`config.mk`:
```
export PLATFORM = sky130hd
export DESIGN_NAME = alu_result_serializer
export DESIGN_NICKNAME = d
export VERILOG_FILES = /design/src/rtl/alu_result_serializer.sv
export SDC_FILE = /design/constraint.sdc
export NUM_CORES = 1
export LEC_CHECK = 0
export CAP_MARGIN = 20
export CORE_ASPECT_RATIO = 1.4
export CORE_MARGIN = 8
export CORE_UTILIZATION = 34
export CTS_BUF_LIST = sky130_fd_sc_hd__clkbuf_8
export DETAILED_ROUTE_END_ITERATION = 10
export GPL_ROUTABILITY_DRIVEN = 0
export HOLD_SLACK_MARGIN = 0.08
export SLEW_MARGIN = 0
export SYNTH_ARGS = -nofsm -noshare
export SYNTH_HDL_FRONTEND = slang
export SYNTH_SLANG_ARGS = --single-unit
```
`constraint.sdc`:
```
create_clock -name CLK -period 6.18 [get_ports CLK]
set_input_delay 0.927 -clock CLK [delete_from_list [all_inputs] [get_ports CLK]]
set_output_delay 0.927 -clock CLK [all_outputs]
set_load 0.01 [all_outputs]
```
`src/rtl/alu_result_serializer.sv`:
```
// Queues {carry, result} pairs from the ALU and streams each result out as
// LSB-first bytes with a valid/ready handshake. Back-to-back frames have no idle gap.
module alu_result_serializer #(
    parameter int WIDTH = 16,
    parameter int DEPTH = 4
) (
    input  logic               CLK,
    input  logic               RST,
    input  logic [2*WIDTH-1:0] Arith_OUT,
    input  logic               Carry_OUT,
    input  logic               Arith_Flag,
    input  logic               Byte_Ready,
    output logic [7:0]         Byte_Data,
    output logic               Byte_Valid,
    output logic               Byte_Last,
    output logic               Byte_Carry,
    output logic               Fifo_Full,
    output logic               Fifo_Empty,
    output logic               Overflow
);

    // state | meaning
    // IDLE  | no frame in flight; pops the FIFO head as soon as one is present
    // SEND  | shift register holds a result; one byte offered per transfer

    localparam int DW    = 2 * WIDTH;
    localparam int NB    = DW / 8;
    localparam int BC_W  = (NB > 1) ? $clog2(NB) : 1;
    localparam int PTR_W = (DEPTH > 1) ? $clog2(DEPTH) : 1;
    localparam int CNT_W = $clog2(DEPTH + 1);

    localparam logic [BC_W-1:0]  LAST_IDX = BC_W'(NB - 1);
    localparam logic [CNT_W-1:0] CNT_FULL = CNT_W'(DEPTH);

    typedef enum logic {
        ST_IDLE = 1'b0,
        ST_SEND = 1'b1
    } state_t;

    state_t            state_q, state_d;
    logic [DW-1:0]     shift_q, shift_d;
    logic              carry_q, carry_d;
    logic [BC_W-1:0]   bcnt_q, bcnt_d;
    logic [PTR_W-1:0]  wr_ptr_q, wr_ptr_d;
    logic [PTR_W-1:0]  rd_ptr_q, rd_ptr_d;
    logic [CNT_W-1:0]  count_q, count_d;
    logic              ovf_q, ovf_d;
    logic [DW:0]       mem_q [DEPTH];
    logic [DW:0]       mem_d [DEPTH];

    logic              fifo_empty;
    logic              fifo_full;
    logic              last_byte;
    logic              xfer;
    logic              pop;
    logic              push;
    logic [DW:0]       head;

    always_ff @(posedge CLK) begin
        if (!RST) begin
            state_q  <= ST_IDLE;
            shift_q  <= '0;
            carry_q  <= 1'b0;
            bcnt_q   <= '0;
            wr_ptr_q <= '0;
            rd_ptr_q <= '0;
            count_q  <= '0;
            ovf_q    <= 1'b0;
        end else begin
            state_q  <= state_d;
            shift_q  <= shift_d;
            carry_q  <= carry_d;
            bcnt_q   <= bcnt_d;
            wr_ptr_q <= wr_ptr_d;
            rd_ptr_q <= rd_ptr_d;
            count_q  <= count_d;
            ovf_q    <= ovf_d;
        end
    end

    // Storage needs no reset: entries are only read once count says they were written.
    always_ff @(posedge CLK) begin
        mem_q <= mem_d;
    end

    always_comb begin
        fifo_empty = (count_q == '0);
        fifo_full  = (count_q == CNT_FULL);
        last_byte  = (bcnt_q == LAST_IDX);
        xfer       = (state_q == ST_SEND) && Byte_Ready;
        // Emptiness is judged before this edge's write, so a fresh entry waits a cycle.
        pop        = !fifo_empty && ((state_q == ST_IDLE) || (xfer && last_byte));
        push       = Arith_Flag && (!fifo_full || pop);
        head       = mem_q[rd_ptr_q];

        state_d  = state_q;
        shift_d  = shift_q;
        carry_d  = carry_q;
        bcnt_d   = bcnt_q;
        wr_ptr_d = wr_ptr_q;
        rd_ptr_d = rd_ptr_q;
        count_d  = count_q;
        ovf_d    = ovf_q | (Arith_Flag && !push);
        mem_d    = mem_q;

        if (pop) begin
            state_d  = ST_SEND;
            shift_d  = head[DW-1:0];
            carry_d  = head[DW];
            bcnt_d   = '0;
            rd_ptr_d = rd_ptr_q + PTR_W'(1);
        end else if (xfer && last_byte) begin
            state_d = ST_IDLE;
            carry_d = 1'b0;
        end else if (xfer) begin
            shift_d = shift_q >> 8;
            bcnt_d  = bcnt_q + BC_W'(1);
        end

        if (push) begin
            mem_d[wr_ptr_q] = {Carry_OUT, Arith_OUT};
            wr_ptr_d        = wr_ptr_q + PTR_W'(1);
        end

        case ({push, pop})
            2'b10:   count_d = count_q + CNT_W'(1);
            2'b01:   count_d = count_q - CNT_W'(1);
            default: count_d = count_q;
        endcase
    end

    always_comb begin
        Byte_Valid = (state_q == ST_SEND);
        Byte_Data  = (state_q == ST_SEND) ? shift_q[7:0] : 8'h00;
        Byte_Last  = (state_q == ST_SEND) && last_byte;
        Byte_Carry = (state_q == ST_SEND) && carry_q;
        Fifo_Full  = fifo_full;
        Fifo_Empty = fifo_empty;
        Overflow   = ovf_q;
    end

endmodule

```
==> impl_metrics.csv <==
group,metric,value,unit
flow_run,drv_cap,0,
clocking,clk_pin_slew,100,ps
synth,syn_inst,419,
synth,ys.flop_type,"edfxtp_1",
synth,synthTopCellsByArea,"edfxtp_1 (58%), dfxtp_1 (13%), mux4_2 (11%), nand2_1 (2.5%), a21oi_1 (2.4%)",
routing,vias,3682,
setup_path,cp-end-kind,"register",
floorplan,fp.dieW,135,µm
global_routing,antenna_found_initial,0,
synth,yosys_warnings,0,
clocking,ctsHtreeMaxLevel,4,
floorplan,io_pins,51,
final_layout,fin_nets,513,
final_layout,diodes,0,
global_routing,grt_overflow,0,
setup_path,critPathMaxFanout,17,
worst_hold_path,min_path_type,"register to register",
clocking,insertion_delay,450,ps
sta,skew,16.3,ps
routing,viasPerCell,5.01,
routing,drtAntennaViolNets,0,
routing,wl_per_cell,18.3,µm
pwr,irDropWorstVdd,154,µV
global_routing,grt_start_max_net_pins,42,
clocking,post-cts-setup-buffer-count,0,
setup_path,startpoint_type,"input pin",
synth,synthArstFlopShare,0,%
routing,drt_wl_total,13500,µm
sta,fmax,0.292,GHz
floorplan,dieArea,0.0248,mm²
final_layout,area_growth,16.9,%
synth,syn-num-nets,462,
placed_design,post-dp-hpwl,8880,µm
synth,ys_ff_latch,176,
pwr,power.density,398,mW/mm²
final_layout,drive_gt1_share,16.6,%
sta,setup_viol,0,
setup_path,critPathKind,"input pin to register",
sta,setup_ws,2760,ps
synth,synth_top_area_share,58.5,%
floorplan,core-area,0.0197,mm²
synth,avgSynthCellArea,16.2,µm²
sta,min_period,3420,ps
sta,maxSlewHeadroom,25.2,%
global_routing,gr-usage-all-layers,11.2,%
synth,synthDistinctLibCells,40,
setup_path,cp.arrival,3550,ps
clocking,cts_tree,"done",
final_layout,final_util,40.2,%
clocking,root_buffer,"clkbuf_8",
synth,ys_top_cells_by_count,"edfxtp_1 (132), nand2_1 (45), dfxtp_1 (44)",
synth,yosys.area.top_type,"edfxtp_1",
synth,synth_edf_count,132,
synth,post_synth_instance_area,0.00678,mm²
clocking,cts_buffers,17,
clocking,cts_resized,0,
synth,synth.most_common_cell,"edfxtp_1",
global_routing,grt_pass1_wl,21200,µm
clocking,clock-sinks,176,
sta,worst_slew_pin_slew,1120,ps
sta,rsz0062_at_grt,"false",
routing,first_pass_iters,5,
floorplan,rows,61,
sta,hold_viol,0,
pwr,power.leakage,2.52,nW
placed_design,port_buffers,50,
floorplan,die_y,183,µm
synth,seq_area_frac_synth,71.5,%
clocking,ctsHoldBuffers,0,
routing,drtIter0Drc,296,
clocking,cts_buffer_depth,2,
placed_design,pre_cts_ws,2220,ps
floorplan,initial_core_util,34.4,%
setup_path,required,6310,ps
run_status,status,"complete, no violations",
sta,tns,0,ps
routing,drc,0,
sta,fin_crit_sh,55.4,%
sta,slew_viol_final,0,
global_routing,grt_pass1_vias,3946,
registers in the layout, summed over array words and instances (netlist names):
register,flops
Overflow,1
rd_ptr_q,2
shift_q,32
carry_q,1
bcnt_q,2
wr_ptr_q,2
count_q,3
Byte_Valid,1
mem_q,132
kinds of logic (layout without fill, tap and decap cells):
kind of cell / Yosys count / after routing / synth area share, %
compound gates: 69 / 69 / 6.66
xor+xnor: 5 / 5 / 0.646
fa+ha+maj: 6 / 6 / 1.22
buf+inv: 33 / 97 / 2.34
flops: 176 / 176 / 71.5
mux: 34 / 34 / 11.1
simple gates: 96 / 96 / 6.54
worst paths after layout:
check | start | endpoint | slack (ps) | cells after the start
hold reg to reg | shift_q[12] | shift_q[4] | 460 | 2
setup / recovery | Byte_Ready | mem_q[65] | 2760 | 5
hold / removal | shift_q[12] | shift_q[4] | 460 | 2
setup reg to reg | bcnt_q[0] | mem_q[65] | 3150 | 5
power by group:
group	switching, mW	total (mW)	leakage [nW]	internal, mW
Clock	0.456	0.763	0.196	0.307
Sequential	0.106	1.55	1.57	1.44
Combinational	0.453	0.841	0.754	0.389
per-layer routing:
layer / wire (µm) / global-route usage (%) / up-vias
met5: 0 / 0 / -
met2: 7480 / 20.6 / 99
met3: 586 / 2.71 / 13
met4: 178 / 4.50 / 0
li1: - / - / 1710
met1: 5240 / 12.0 / 1860
worst max-delay path: stages:
cell and delay (ps):
clkdlybuf4s50_1 550, a21boi_0 280, a31oi_1 560, and2_1 810, buf_4 410
layout by cell type (no fill, tap or decap), types with 2 or more instances in the layout:
cell             count
a21oi_1             33
a22oi_1             19
a311oi_1             5
a31oi_1              2
and2_1              14
buf_4                8
clkbuf_8            17
clkdlybuf4s50_1     50
clkinv_8             3
clkinvlp_4           2
dfxtp_1             43
edfxtp_1           132
ha_1                 5
inv_1                7
inv_6                4
inv_8                5
mux4_2              33
nand2_1             45
nand3_1             11
nor2_1              15
or3_1                3
xnor2_1              3
xor2_1               2
layout make-up:
cell class | instances | area, µm²
fillers | 1821 | 11800
flip-flops and latches | 176 | 4850
multi-input cells | 210 | 1780
repair buffers | 58 | 561
well taps | 252 | 315
clock buffers | 17 | 234
clock inverters | 15 | 164
inverters | 7 | 26.3
stage by stage:
step | hold slack, ps | cells | power [mW] | instance area (µm²)
CTS | 466 | 735 | 3.20 | 7920
finish | 462 | 735 | 3.15 | 7920
global route | 490 | 735 | 3.32 | 7920
floorplan | 432 | 419 | 2.19 | 6780
detailed placement | 455 | 703 | 2.44 | 7520
global placement | 445 | 703 | 2.41 | 7520
Power figures use the tool's default switching activity.
